<file path="src/rtl/prim_clock_switch_pkg.sv">
// Shared types and helpers for the N-way glitch-free clock switch controller.
package prim_clock_switch_pkg;

    typedef enum logic [2:0] {
        ST_IDLE  = 3'd0,
        ST_BREAK = 3'd1,
        ST_GAP   = 3'd2,
        ST_MAKE  = 3'd3,
        ST_DONE  = 3'd4
    } clk_sw_state_e;

    // One-hot decode of sel, masked to num_clk channels (num_clk <= 32).
    function automatic logic [31:0] onehot(input logic [31:0] sel, input int unsigned num_clk);
        logic [31:0] mask;
        logic [31:0] oh;
        mask = (num_clk >= 32) ? '1 : ((32'd1 << num_clk) - 32'd1);
        oh   = 32'd1 << sel;
        return oh & mask;
    endfunction

endpackage

</file>
<file path="src/rtl/prim_clock_switch_timer.sv">
// Saturating cycle counter shared by the gap wait and the status-edge timeouts.
module prim_clock_switch_timer #(
    parameter int unsigned MaxCount = 64,
    parameter int unsigned CntW     = $clog2(MaxCount + 1)
) (
    input  logic            clk_i,
    input  logic            rst_ni,
    input  logic            clr_i,
    input  logic            en_i,
    output logic [CntW-1:0] cnt_o,
    output logic            expired_o
);

    localparam logic [CntW-1:0] MaxCnt = CntW'(MaxCount);

    logic [CntW-1:0] cnt_q, cnt_d;

    always_comb begin
        cnt_d = cnt_q;
        if (clr_i) begin
            cnt_d = '0;
        end else if (en_i && (cnt_q != MaxCnt)) begin
            cnt_d = cnt_q + 1'b1;
        end
    end

    always_ff @(posedge clk_i) begin
        if (!rst_ni) begin
            cnt_q <= '0;
        end else begin
            cnt_q <= cnt_d;
        end
    end

    assign cnt_o     = cnt_q;
    assign expired_o = (cnt_q == MaxCnt);

endmodule

</file>
<file path="src/rtl/prim_clock_switch_ctrl.sv">
// Break-before-make sequencer for N clock gates with dead gap, timeouts and error pulse.
module prim_clock_switch_ctrl
    import prim_clock_switch_pkg::*;
#(
    parameter int unsigned NumClk        = 4,
    parameter int unsigned SelW          = $clog2(NumClk),
    parameter int unsigned DefaultSel    = 0,
    parameter int unsigned GapCycles     = 2,
    parameter int unsigned TimeoutCycles = 64
) (
    input  logic              clk_i,
    input  logic              rst_ni,
    input  logic              req_i,
    input  logic [SelW-1:0]   sel_i,
    output logic              ready_o,
    output logic [NumClk-1:0] en_o,
    input  logic [NumClk-1:0] status_i,
    output logic [SelW-1:0]   cur_sel_o,
    output logic              busy_o,
    output logic              done_o,
    output logic              err_o
);

    localparam int unsigned       CntW    = $clog2(TimeoutCycles + 1);
    localparam logic [CntW-1:0]   GapThr  = CntW'(GapCycles - 1);
    localparam logic [NumClk-1:0] DefEn   = {{(NumClk-1){1'b0}}, 1'b1} << DefaultSel;
    localparam logic [SelW-1:0]   DefSel  = SelW'(DefaultSel);
    localparam logic [SelW:0]     NumClkW = (SelW+1)'(NumClk);

    clk_sw_state_e     state_q, state_d;
    logic [NumClk-1:0] en_q, en_d;
    logic [SelW-1:0]   cur_sel_q, cur_sel_d;
    logic [SelW-1:0]   tgt_q, tgt_d;
    logic              err_lat_q, err_lat_d;
    logic              ready_q, busy_q, done_q, err_q;
    logic              timer_clr, timer_en, timer_expired;
    logic [CntW-1:0]   timer_cnt;

    prim_clock_switch_timer #(
        .MaxCount (TimeoutCycles),
        .CntW     (CntW)
    ) u_timer (
        .clk_i     (clk_i),
        .rst_ni    (rst_ni),
        .clr_i     (timer_clr),
        .en_i      (timer_en),
        .cnt_o     (timer_cnt),
        .expired_o (timer_expired)
    );

    always_comb begin
        state_d   = state_q;
        en_d      = en_q;
        cur_sel_d = cur_sel_q;
        tgt_d     = tgt_q;
        err_lat_d = err_lat_q;
        timer_clr = 1'b0;
        timer_en  = 1'b0;
        unique case (state_q)
            ST_IDLE: begin
                if (req_i && ready_q) begin
                    tgt_d     = sel_i;
                    err_lat_d = 1'b0;
                    if ({1'b0, sel_i} >= NumClkW) begin
                        err_lat_d = 1'b1;
                        state_d   = ST_DONE;
                    end else if (sel_i == cur_sel_q) begin
                        state_d = ST_DONE;
                    end else begin
                        en_d      = '0;
                        timer_clr = 1'b1;
                        state_d   = ST_BREAK;
                    end
                end
            end
            ST_BREAK: begin
                timer_en = 1'b1;
                // A status drop wins over a timeout landing in the same cycle.
                if (!status_i[cur_sel_q]) begin
                    timer_clr = 1'b1;
                    state_d   = ST_GAP;
                end else if (timer_expired) begin
                    en_d      = NumClk'(onehot(32'(cur_sel_q), NumClk));
                    err_lat_d = 1'b1;
                    state_d   = ST_DONE;
                end
            end
            ST_GAP: begin
                timer_en = 1'b1;
                if (timer_cnt == GapThr) begin
                    en_d      = NumClk'(onehot(32'(tgt_q), NumClk));
                    cur_sel_d = tgt_q;
                    timer_clr = 1'b1;
                    state_d   = ST_MAKE;
                end
            end
            ST_MAKE: begin
                timer_en = 1'b1;
                if (status_i[tgt_q]) begin
                    state_d = ST_DONE;
                end else if (timer_expired) begin
                    err_lat_d = 1'b1;
                    state_d   = ST_DONE;
                end
            end
            ST_DONE: begin
                state_d = ST_IDLE;
            end
            default: begin
                state_d = ST_IDLE;
            end
        endcase
    end

    // Status flags are registered off the next state so every output is a flop.
    always_ff @(posedge clk_i) begin
        if (!rst_ni) begin
            state_q   <= ST_IDLE;
            en_q      <= DefEn;
            cur_sel_q <= DefSel;
            tgt_q     <= DefSel;
            err_lat_q <= 1'b0;
            ready_q   <= 1'b1;
            busy_q    <= 1'b0;
            done_q    <= 1'b0;
            err_q     <= 1'b0;
        end else begin
            state_q   <= state_d;
            en_q      <= en_d;
            cur_sel_q <= cur_sel_d;
            tgt_q     <= tgt_d;
            err_lat_q <= err_lat_d;
            ready_q   <= (state_d == ST_IDLE);
            busy_q    <= (state_d != ST_IDLE);
            done_q    <= (state_d == ST_DONE);
            err_q     <= (state_d == ST_DONE) && err_lat_d;
        end
    end

    assign ready_o   = ready_q;
    assign en_o      = en_q;
    assign cur_sel_o = cur_sel_q;
    assign busy_o    = busy_q;
    assign done_o    = done_q;
    assign err_o     = err_q;

endmodule

</file>
<file path="config.mk">
export PLATFORM = sky130hd
export DESIGN_NAME = prim_clock_switch_ctrl
export DESIGN_NICKNAME = d
export VERILOG_FILES = /design/src/rtl/prim_clock_switch_pkg.sv /design/src/rtl/prim_clock_switch_timer.sv /design/src/rtl/prim_clock_switch_ctrl.sv
export SDC_FILE = /design/constraint.sdc
export NUM_CORES = 1
export LEC_CHECK = 0
export ABC_AREA = 1
export BUFFER_PORTS_ARGS = -buffer_cell sky130_fd_sc_hd__clkbuf_2
export CORE_MARGIN = 3
export CORE_UTILIZATION = 51
export DETAILED_ROUTE_END_ITERATION = 10
export PLACE_DENSITY = 0.81
export SLEW_MARGIN = 20
export SYNTH_ARGS = -nofsm -noshare
export SYNTH_HDL_FRONTEND = slang
export SYNTH_SLANG_ARGS = --single-unit
</file>
<file path="constraint.sdc">
create_clock -name clk_i -period 1.4 [get_ports clk_i]
set_input_delay 0.07 -clock clk_i [delete_from_list [all_inputs] [get_ports clk_i]]
set_output_delay 0.07 -clock clk_i [all_outputs]
set_load 0.02 [all_outputs]
</file>
==> results of run 1 <==
cell usage in the layout, fill, tap and decap left out:
| cell | netlist | routed |
|---|---|---|
| nand3_4 | 1 | 1 |
| xor2_1 | 2 | 2 |
| nand2_1 | 65 | 60 |
| ha_1 | 3 | 2 |
| a21oi_1 | 6 | 6 |
| clkbuf_1 | 0 | 1 |
| nand4_2 | 1 | 1 |
| o21ai_2 | 0 | 1 |
| nand2_2 | 3 | 8 |
| nor2_4 | 4 | 4 |
| nand2_4 | 2 | 2 |
| a22oi_2 | 0 | 1 |
| clkbuf_4 | 0 | 3 |
| clkbuf_2 | 0 | 18 |
| o21ai_0 | 3 | 3 |
| o21ai_1 | 4 | 3 |
| nor3_1 | 1 | 1 |
| nor2_1 | 17 | 15 |
| dfxtp_2 | 0 | 5 |
| nor3_2 | 1 | 1 |
| dfxtp_1 | 23 | 18 |
| clkinv_1 | 1 | 1 |
| buf_4 | 0 | 7 |
| nand3_1 | 21 | 20 |
| xnor2_1 | 2 | 2 |
| nor2_2 | 4 | 6 |
| nand3_2 | 3 | 4 |
| a211oi_1 | 1 | 1 |
| nand4_1 | 1 | 1 |
| nor3_4 | 1 | 1 |
| inv_2 | 8 | 11 |
| and3_1 | 1 | 1 |
| ha_4 | 0 | 1 |
| inv_1 | 27 | 24 |
worst max path at each step:
stage	startpoint	end	slack (ns)	cells after the start
2_1_floorplan	u_timer.cnt_o[0]	busy_o	0.05	10
3_3_place_gp	u_timer.cnt_o[0]	busy_o	-0.06	10
3_5_place_dp	u_timer.cnt_o[0]	ready_o	-0.09	11
4_1_cts	u_timer.cnt_o[0]	en_o[3]	-0.04	11
5_1_grt	u_timer.cnt_o[0]	ready_o	-0.13	12
6_report	u_timer.cnt_o[0]	ready_o	-0.05	12
cell usage after synthesis:
cell type | number | area [sq um]
buf_1 | 1 | 3.75
nand2_2 | 3 | 18.8
nor2_4 | 4 | 45.0
clkinv_1 | 1 | 3.75
dfxtp_1 | 23 | 460
nand3_1 | 21 | 105
inv_2 | 8 | 30.0
a21oi_1 | 6 | 30.0
a211oi_1 | 1 | 7.51
ha_1 | 3 | 37.5
nor2_1 | 17 | 63.8
a22oi_1 | 1 | 7.51
nand4_2 | 1 | 12.5
xnor2_1 | 2 | 17.5
nand4_1 | 1 | 6.26
inv_1 | 27 | 101
nand3_4 | 1 | 17.5
nor3_4 | 1 | 16.3
xor2_1 | 2 | 17.5
nor2_2 | 4 | 25.0
and3_1 | 1 | 6.26
o21ai_0 | 3 | 15.0
nand3_2 | 3 | 30.0
nor3_2 | 1 | 10.0
nor3_1 | 1 | 5.00
nand2_1 | 65 | 244
o21ai_1 | 4 | 20.0
nand2_4 | 2 | 22.5
critical path, cell delays in order (launching register included):
cell	delay [ns]
dfxtp_2	0.35
inv_2	0.07
ha_4	0.12
nand2_2	0.05
inv_2	0.06
nand3_4	0.12
buf_4	0.17
nand2_1	0.05
nand2_1	0.07
nand3_2	0.09
nand2_2	0.09
nand2_2	0.08
nor2_2	0.03
kinds of logic (layout without fill, tap and decap cells):
logic type	count (synthesis)	in the layout	share of synthesized area
simple gates	126	126	0.455
buf+inv	37	65	0.101
compound gates	15	15	0.0580
fa+ha+maj	3	3	0.0272
flops	23	23	0.334
xor+xnor	4	4	0.0254
metal layers:
| metal | wire length (um) | GRT usage |
|---|---|---|
| met5 | 0 | 0 |
| met4 | 58 | 0.0563 |
| met3 | 120 | 0.0356 |
| met2 | 1450 | 0.327 |
| met1 | 1210 | 0.205 |
layout make-up:
class / instances / area, sq um / share of cell area
clock buffers: 4 / 26.3 / 0.0161
inverters: 36 / 135 / 0.0828
multi-input cells: 148 / 825 / 0.505
flip-flops and latches: 23 / 467 / 0.286
well taps: 30 / 37.5 / 0.0230
repair buffers: 25 / 143 / 0.0874
registers in the layout, summed over array words and instances, names as in the netlist:
register,flops
cur_sel_o,2
done_o,1
err_lat_q,1
tgt_q,2
err_o,1
u_timer.cnt_o,7
en_o,4
ready_o,1
busy_o,1
state_q,3
power by group:
group	internal (mW)	switching, mW
registers	0.709	0.0397
logic	0.170	0.303
clock network	0.111	0.185
metrics by stage:
step | worst slack (ns) | instances | TNS (ns) | utilization | hold WS, ns
after floorplan | 0.0536 | 208 | 0 | - | 0.218
after global placement | -0.0572 | 259 | -0.167 | 0.608 | 0.333
after detailed placement | -0.0937 | 259 | -0.454 | 0.608 | 0.342
after CTS | -0.0448 | 264 | -0.0824 | 0.630 | 0.00222
after global routing | -0.134 | 266 | -1.06 | 0.647 | 0.0143
final | -0.0547 | 266 | -0.0959 | 0.647 | 0.0145
repair_timing:
action,in CTS,in global routing
pin swaps,6,3
setup endpoints to repair,12,18
hold buffers,0,0
resized for setup,9,11
setup buffers,1,2
==> results.tsv, run 1 <==
stage	metric	value	unit
run_status	status	finished, violations left	
run_status	failing checks	setup timing	
yosys	Synth Warn #	0	
finish	# fillers	235	
sta	minimum clock period	1.45	ns
setup_path	reg2reg path depth	12	
yosys	Synth cell types	28	
yosys	syn_area_per_cell	6.63	sq um
drt	antenna-violating nets left	0	
drt	Pre-antenna DRT Iters	4	
sta	RSZ-0062 raised after global routing	true	
placement	placed cell area	1530	sq um
drt	Routed WL	2840	um
die	Rows	18	
finish	Nets	249	
sta	Worst-Margin Slew	0.260	ns
setup_path	reg2reg setup slack	-0.05	ns
clock_tree	Inserted Clock Buffers	3	
drt	DR vias	1315	
die	Ports	19	
clock_tree	CTS tree	yes	
hold_path	Worst Hold Launch	sel_i[0]	
die	die width	58.0	um
job	max-cap viol count	0	
finish	# diodes	0	
placement	HPWL Detailed	2180	um
clock_tree	Clk Tree Root Cell	clkbuf_4	
yosys	FF+latch count, synth	23	
finish	synth-to-layout area growth	18.3	%
yosys	Syn Inst Count	208	
global_route	largest net degree at the start of global routing	13	
placement	IO Port Bufs	18	
power	Leak	0.836	nW
sta	setup violators final	2	
clock_tree	CTS Buffer Depth	2	
die	die height	58.0	um
sta	Slew Limit Headroom	0.827	
drt	drt wl/cell	10.7	um
sta	Fmax	687	MHz
sta	clock skew	0.00452	ns
clock_tree	clk_lat worst skew	0.30	ns
hold_path	Hold Path End	tgt_q[0]	
setup_path	crit end category	flop	
drt	routed vias/inst	4.94	
finish	share of post-route cells with drive strength above 1	0.318	
clock_tree	clock slew at reported path FFs	0.12	ns
hold_path	Hold Path Class	in2reg	
yosys	synthesized cell area	1380	sq um
global_route	Total Routing Usage GR	0.178	
clock_tree	H-Tree Depth	1	
drt	number of remaining DRC errors	0	
yosys	sequential-to-total area share from yosys stat	0.334	
power	Max VDD drop	0.797	mV
placement	Routability Congestion	0.822	
hold_path	Min-Delay Path Depth	3	
global_route	vias in the first global route	1177	
global_route	aggregate global routing overflow	0	
setup_path	crit start category	flop	
sta	worst setup margin	-0.0547	ns
die	starting density of the core	0.547	
sta	max-slew violations	0	
power	pwr dens	930	nW/um^2
sta	Final Hold Vio Count	0	
setup_path	Reg-to-Reg Start	u_timer.cnt_o[0]	
setup_path	worst path required time	1.62	ns
finish	Final Cell Area	1630	sq um
sta	Final period util	1.04	
yosys	Mapped Nets	220	
global_route	initial antenna violation count	0	
die	Die Area	3370	sq um
setup_path	Crit Path Max Fanout	7	
setup_path	RR Endpoint	ready_o	
die	core area	2520	sq um
power	Tot Pwr	1.52	mW
drt	DRT iter0 DRCs	49	
setup_path	Arr. time, crit path	1.67	ns
global_route	first-pass GRT wire length	4730	um
setup_path	Crit Path Class	reg2reg	
clock_tree	clock sinks	23	
(Power assumes the default switching activity.)
==> inputs of run 2 (changes only) <==
==> constraint.sdc (replaced) <==
create_clock -name clk_i -period 1.4 [get_ports clk_i]
set_input_delay 0.35 -clock clk_i [delete_from_list [all_inputs] [get_ports clk_i]]
set_output_delay 0.35 -clock clk_i [all_outputs]
set_load 0.02 [all_outputs]
==> run 2 against run 1 <==
The flow still finishes with violations (setup timing). Via count is 5.6% higher. Cell area is 7.7% higher. Die area stayed put. First-iteration DRC count is 31% higher. Sequential cell count stayed put. Critical endpoint unchanged. Highest routed layer unchanged.
==> results.tsv, run 2 (synthesis gave the netlist of run 1 again) <==
stage	metric	value	unit	change
drt	drt wl/cell	12.2	um	was 10.7 um
finish	# diodes	0		unchanged
clock_tree	CTS tree	yes		unchanged
drt	DR vias	1388		was 1315
finish	most frequent cells in the layout	56 x nand2_1, 22 x inv_1, 20 x nand3_1		was 60 x nand2_1, 24 x inv_1, 20 x nand3_1
run_status	status	finished, violations left		unchanged
finish	Nets	253		was 249
clock_tree	clk_lat worst skew	0.32	ns	was 0.30 ns
drt	DRT iter0 DRCs	64		was 49
global_route	Total Routing Usage GR	0.200		was 0.178
placement	HPWL Detailed	2230	um	was 2180 um
finish	Final Cell Area	1760	sq um	was 1630 sq um
setup_path	Worst Path Buf+Inv	5		was 3
finish	Storage cell area	465	sq um	was 467 sq um
die	die width	58.0	um	unchanged
sta	RSZ-0062 raised after global routing	true		unchanged
drt	routed vias/inst	5.14		was 4.94
finish	max reg flops	7		unchanged
global_route	initial antenna violation count	0		unchanged
finish	multi-input logic area	901	sq um	was 825 sq um
sta	Slew Limit Headroom	0.798		was 0.827
setup_path	crit end category	flop		unchanged
drt	number of remaining DRC errors	0		unchanged
setup_path	Worst path max stage delay	0.36	ns	was 0.35 ns
sta	Final period util	1.08		was 1.04
placement	DP Worst Slack	-0.0998	ns	was -0.0937 ns
global_route	largest net degree at the start of global routing	14		was 13
setup_path	slowest cell on the critical path	dfxtp_2		unchanged
setup_path	crit start category	flop		unchanged
sta	setup violators final	12		was 2
clock_tree	Hold Buf Count CTS	0		unchanged
drt	Pre-antenna DRT Iters	4		unchanged
sta	minimum clock period	1.51	ns	was 1.45 ns
global_route	aggregate global routing overflow	0		unchanged
sta	clock skew	0.00865	ns	was 0.00452 ns
run_status	failing checks	setup timing		unchanged
setup_path	Crit Path Max Fanout	7		unchanged
die	Rows	18		unchanged
job	max-cap viol count	0		unchanged
clock_tree	CTS Buffer Depth	2		unchanged
sta	Fmax	663	MHz	was 687 MHz
setup_path	Arr. time, crit path	1.77	ns	was 1.67 ns
setup_path	Critical Path Most Common Cell	nand2_1		was nand2_2
setup_path	crit path cell chain	inv_2 > ha_4 > nand2_2 > inv_2 > nand3_4 > buf_4 > nand2_1 > inv_1 > nand2_1 > nand2_1 > nand2_1 > inv_2 > nor2_2		was inv_2 > ha_4 > nand2_2 > inv_2 > nand3_4 > buf_4 > nand2_1 > nand2_1 > nand3_2 > nand2_2 > nand2_2 > nor2_2
placement	IO Port Bufs	18		unchanged
setup_path	Crit Path Class	reg2reg		unchanged
placement	Routability Congestion	0.833		was 0.822
clock_tree	Inserted Clock Buffers	3		unchanged
setup_path	worst path required time	1.67	ns	was 1.62 ns
drt	Routed WL	3300	um	was 2840 um
finish	share of post-route cells with drive strength above 1	0.383		was 0.318
finish	commonest non-fill, non-tap cell in the layout	nand2_1		unchanged
placement	placed cell area	1530	sq um	unchanged
power	pwr dens	913	nW/um^2	was 930 nW/um^2
power	Max VDD drop	0.828	mV	was 0.797 mV
drt	antenna-violating nets left	0		unchanged
sta	Worst-Margin Slew	0.303	ns	was 0.260 ns
sta	max-slew violations	0		unchanged
sta	worst setup margin	-0.109	ns	was -0.0547 ns
clock_tree	Clk Tree Root Cell	clkbuf_4		unchanged
die	Die Area	3370	sq um	unchanged
die	core area	2520	sq um	unchanged
die	starting density of the core	0.547		unchanged
finish	Finished Layout Cells	270		was 266
finish	synth-to-layout area growth	27.5	%	was 18.3%
clock_tree	H-Tree Depth	1		unchanged
global_route	first-pass GRT wire length	5290	um	was 4730 um
power	Leak	0.865	nW	was 0.836 nW
placement	dpl cells	259		unchanged
die	Ports	19		unchanged
finish	# fillers	206		was 235
setup_path	family with the most delay on the worst path	simple AND/OR/NAND/NOR gates		unchanged
clock_tree	clock slew at reported path FFs	0.14	ns	was 0.12 ns
global_route	vias in the first global route	1230		was 1177
hold_path	Hold Path Class	in2reg		unchanged
die	die height	58.0	um	unchanged
sta	Final Hold Vio Count	0		unchanged
clock_tree	clock sinks	23		unchanged
run 2: what timing repair did:
item,CTS,global route
setup buffers,4,3
gates cloned,0,0
setup endpoints to repair,14,22
gates resized for setup,11,29
pin swaps,6,14
hold endpoints to repair,0,0
run 2: report_power, final:
part	internal, mW	switching [mW]
clock	0.107	0.215
sequential	0.708	0.0426
combinational	0.199	0.334
total	1.01	0.592
run 2: final timing paths:
path	from	end	slack [ns]	cells past startpoint
max	u_timer.cnt_o[0]	ready_o	-0.11	13
min	sel_i[1]	tgt_q[1]	0.27	3
max reg2reg	u_timer.cnt_o[0]	ready_o	-0.11	13
min reg2reg	en_o[0]	en_o[0]	0.48	2
run 2: area by class of cell:
class | instances | share of cell area
Timing Repair Buffer | 29 | 0.110
Sequential cell | 23 | 0.265
Clock inverter | 1 | 0.00284
Clock buffer | 3 | 0.0128
Inverter | 36 | 0.0768
Tap cell | 30 | 0.0213
Multi-Input combinational cell | 148 | 0.512
run 2: worst min-delay path, delay by kind of cell:
kind / cells / cell delay (ns)
buf+inv: 2 / 0.15
compound gates: 1 / 0.06
run 2: metrics by stage:
| stage | power [mW] | TNS (ns) | util | hold slack [ns] |
|---|---|---|---|---|
| final | 1.61 | -0.690 | 0.697 | 0.268 |
| after detailed placement | 1.21 | -0.501 | 0.608 | 0.473 |
| after global placement | 1.20 | -0.215 | 0.608 | 0.456 |
| after CTS | 1.54 | -0.134 | 0.641 | 0.266 |
| after floorplan | 1.08 | 0 | - | 0.470 |
| after global routing | 1.70 | -1.89 | 0.697 | 0.272 |
run 2: layer usage:
| metal | routed length [um] | vias to the layer above | GRT usage |
|---|---|---|---|
| li1 | - | 706 | - |
| met1 | 1350 | 629 | 0.250 |
| met2 | 1750 | 46 | 0.352 |
| met3 | 142 | 7 | 0.0200 |
| met4 | 57 | 0 | 0.0762 |
| met5 | 0 | - | 0 |
==> inputs of run 3 (changes only) <==
--- a/config.mk
+++ b/config.mk
@@ -8,9 +8,10 @@
 export ABC_AREA = 1
 export BUFFER_PORTS_ARGS = -buffer_cell sky130_fd_sc_hd__clkbuf_2
 export CORE_MARGIN = 3
-export CORE_UTILIZATION = 51
+export CORE_UTILIZATION = 60
 export DETAILED_ROUTE_END_ITERATION = 10
-export PLACE_DENSITY = 0.81
+export PLACE_DENSITY = 0.89
+export SETUP_SLACK_MARGIN = 0.3
 export SLEW_MARGIN = 20
 export SYNTH_ARGS = -nofsm -noshare
 export SYNTH_HDL_FRONTEND = slang
==> constraint.sdc (replaced) <==
create_clock -name clk_i -period 1.9 [get_ports clk_i]
set_input_delay 0.475 -clock clk_i [delete_from_list [all_inputs] [get_ports clk_i]]
set_output_delay 0.475 -clock clk_i [all_outputs]
set_load 0.02 [all_outputs]
==> run 3 against run 2 <==
The flow now finishes without violations. Register-to-register slack better by 0.54 ns. Cell area down 12%. Sequential share of layout area up 3.6 points. Non-clock buffer count down 10. Worst hold slack better by 0.14 ns. Clock-buffer cell count unchanged. Combinational power down 37%. Die area down 14%. Utilization up 5.6 points. Clock power down 30%. Clock skew down 0.0016 ns. Setup slack better by 0.54 ns. Critical endpoint is now en_o[3].
==> results.tsv, run 3 (synthesis gave the netlist of run 1 again) <==
stage	metric	value	unit	change
drt	met2 routed WL	1560	um	was 1750 um
finish	Storage cell area	467	sq um	was 465 sq um
power	pwr dens	716	nW/um^2	was 913 nW/um^2
die	starting density of the core	0.669		was 0.547
clock_tree	clock slew at reported path FFs	0.13	ns	was 0.14 ns
finish	commonest non-fill, non-tap cell in the layout	nand2_1		unchanged
placement	HPWL Detailed	2390	um	was 2230 um
clock_tree	clk_lat worst skew	0.32	ns	about the same
die	Rows	16		was 18
drt	Pre-antenna DRT Iters	4		unchanged
die	Ports	19		unchanged
sta	Fmax	682	MHz	was 663 MHz
setup_path	Crit Path Max Fanout	7		unchanged
global_route	Total Routing Usage GR	0.242		was 0.200
hold_path	Hold Path Class	in2reg		unchanged
clock_tree	Inserted Clock Buffers	3		unchanged
clock_tree	clock sinks	23		unchanged
die	die height	54.0	um	was 58.0 um
drt	routed vias/inst	5.19		was 5.14
clock_tree	CTS Buffer Depth	2		unchanged
global_route	vias in the first global route	1258		was 1230
sta	post-route setup TNS	0	ns	was -0.690 ns
die	die width	54.0	um	was 58.0 um
finish	synth-to-layout area growth	12.5	%	was 27.5%
finish	# diodes	0		unchanged
sta	Slew Limit Headroom	0.803		was 0.798
sta	max-slew violations	0		unchanged
setup_path	Arr. time, crit path	1.70	ns	was 1.77 ns
run_status	status	finished, final reports clean		was finished, violations left
sta	clock skew	0.00705	ns	was 0.00865 ns
finish	Nets	243		was 253
power	Max VDD drop	0.545	mV	was 0.828 mV
drt	Routed WL	3010	um	was 3300 um
sta	Final period util	0.771		was 1.08
sta	setup violators final	0		was 12
global_route	first-pass GRT wire length	5170	um	was 5290 um
setup_path	Crit Path Class	reg2reg		unchanged
global_route	largest net degree at the start of global routing	14		unchanged
clock_tree	H-Tree Depth	1		unchanged
power	Tot Pwr	1.11	mW	was 1.61 mW
drt	drt wl/cell	11.7	um	was 12.2 um
finish	max reg flops	7		unchanged
global_route	initial antenna violation count	0		unchanged
drt	Max Used Layer	met4		unchanged
sta	RSZ-0062 raised after global routing	false		was true
sta	minimum clock period	1.47	ns	was 1.51 ns
placement	Routability Congestion	0.995		was 0.833
die	Die Area	2910	sq um	was 3370 sq um
setup_path	worst path required time	2.13	ns	was 1.67 ns
placement	IO Port Bufs	18		unchanged
sta	Final Hold Vio Count	0		unchanged
drt	antenna-violating nets left	0		unchanged
clock_tree	Clk Tree Root Cell	clkbuf_4		unchanged
sta	Worst-Margin Slew	0.295	ns	was 0.303 ns
finish	most frequent cells in the layout	64 x nand2_1, 27 x inv_1, 21 x nand3_1		was 56 x nand2_1, 22 x inv_1, 20 x nand3_1
drt	number of remaining DRC errors	0		unchanged
setup_path	crit start category	flop		unchanged
drt	met3 routed WL	141	um	was 142 um
power	Leak	0.802	nW	was 0.865 nW
drt	DRT iter0 DRCs	22		was 64
job	max-cap viol count	0		unchanged
drt	M1 WL	1240	um	was 1350 um
finish	multi-input logic area	792	sq um	was 901 sq um
setup_path	crit end category	flop		unchanged
die	core area	2060	sq um	was 2520 sq um
clock_tree	CTS tree	yes		unchanged
drt	DR vias	1335		was 1388
finish	# fillers	181		was 206
global_route	aggregate global routing overflow	0		unchanged
finish	share of post-route cells with drive strength above 1	0.252		was 0.383
==> run 3: cell count changes in the layout (fill, tap and decap cells not counted), sizes merged <==
cell  change
buf      -10
==> run 3: critical path, cell delays in order (launching register included) <==
cell and delay, ns:
dfxtp_4 0.37, inv_1 0.08, ha_1 0.14, nand2_1 0.05, inv_1 0.09, nand3_4 0.12, o21ai_2 0.16, nand2_2 0.08
nor2_4 0.15, nand2_1 0.06, nand2_1 0.06, nor2_1 0.04
==> run 3: final timing paths <==
kind / start / to / slack, ns / depth (start not counted)
setup / recovery: u_timer.cnt_o[0] / en_o[3] / 0.43 / 11
hold / removal: sel_i[1] / tgt_q[1] / 0.41 / 3
setup reg to reg: u_timer.cnt_o[0] / en_o[3] / 0.43 / 11
hold reg to reg: en_o[0] / en_o[0] / 0.49 / 2
==> run 3: stage by stage <==
step | util | hold slack, ns | instances | instance area, sq um | setup WS, ns
2_1_floorplan | - | 0.470 | 208 | 1380 | 0.554
3_3_place_gp | 0.728 | 0.460 | 252 | 1500 | 0.364
3_5_place_dp | 0.728 | 0.464 | 252 | 1500 | 0.334
4_1_cts | 0.741 | 0.396 | 256 | 1530 | 0.393
5_1_grt | 0.753 | 0.412 | 257 | 1550 | 0.292
6_report | 0.753 | 0.407 | 257 | 1550 | 0.434
==> run 3: repair_timing <==
item / CTS / global route
setup endpoints to repair: 0 / 11
hold buffers: 0 / 0
setup buffers: 0 / 1
resized for setup: 0 / 8
==> run 3: area by class of cell <==
type,instances,share of cell area
Tap cell,27,0.0218
Timing Repair Buffer,19,0.0629
Clock inverter,1,0.00322
Inverter,36,0.0870
Multi-Input combinational cell,148,0.510
Clock buffer,3,0.0145
Sequential cell,23,0.301
==> run 3: metal layers <==
metal  vias to the layer above  global-route usage
met5                         -                   0
met4                         0               0.115
met3                         7              0.0443
met2                        39               0.427
met1                       600               0.278
li1                        689                   -
==> run 3: report_power, final <==
group | switching [mW] | internal [mW]
Combinational | 0.221 | 0.113
Sequential | 0.0294 | 0.521
Clock | 0.148 | 0.0788
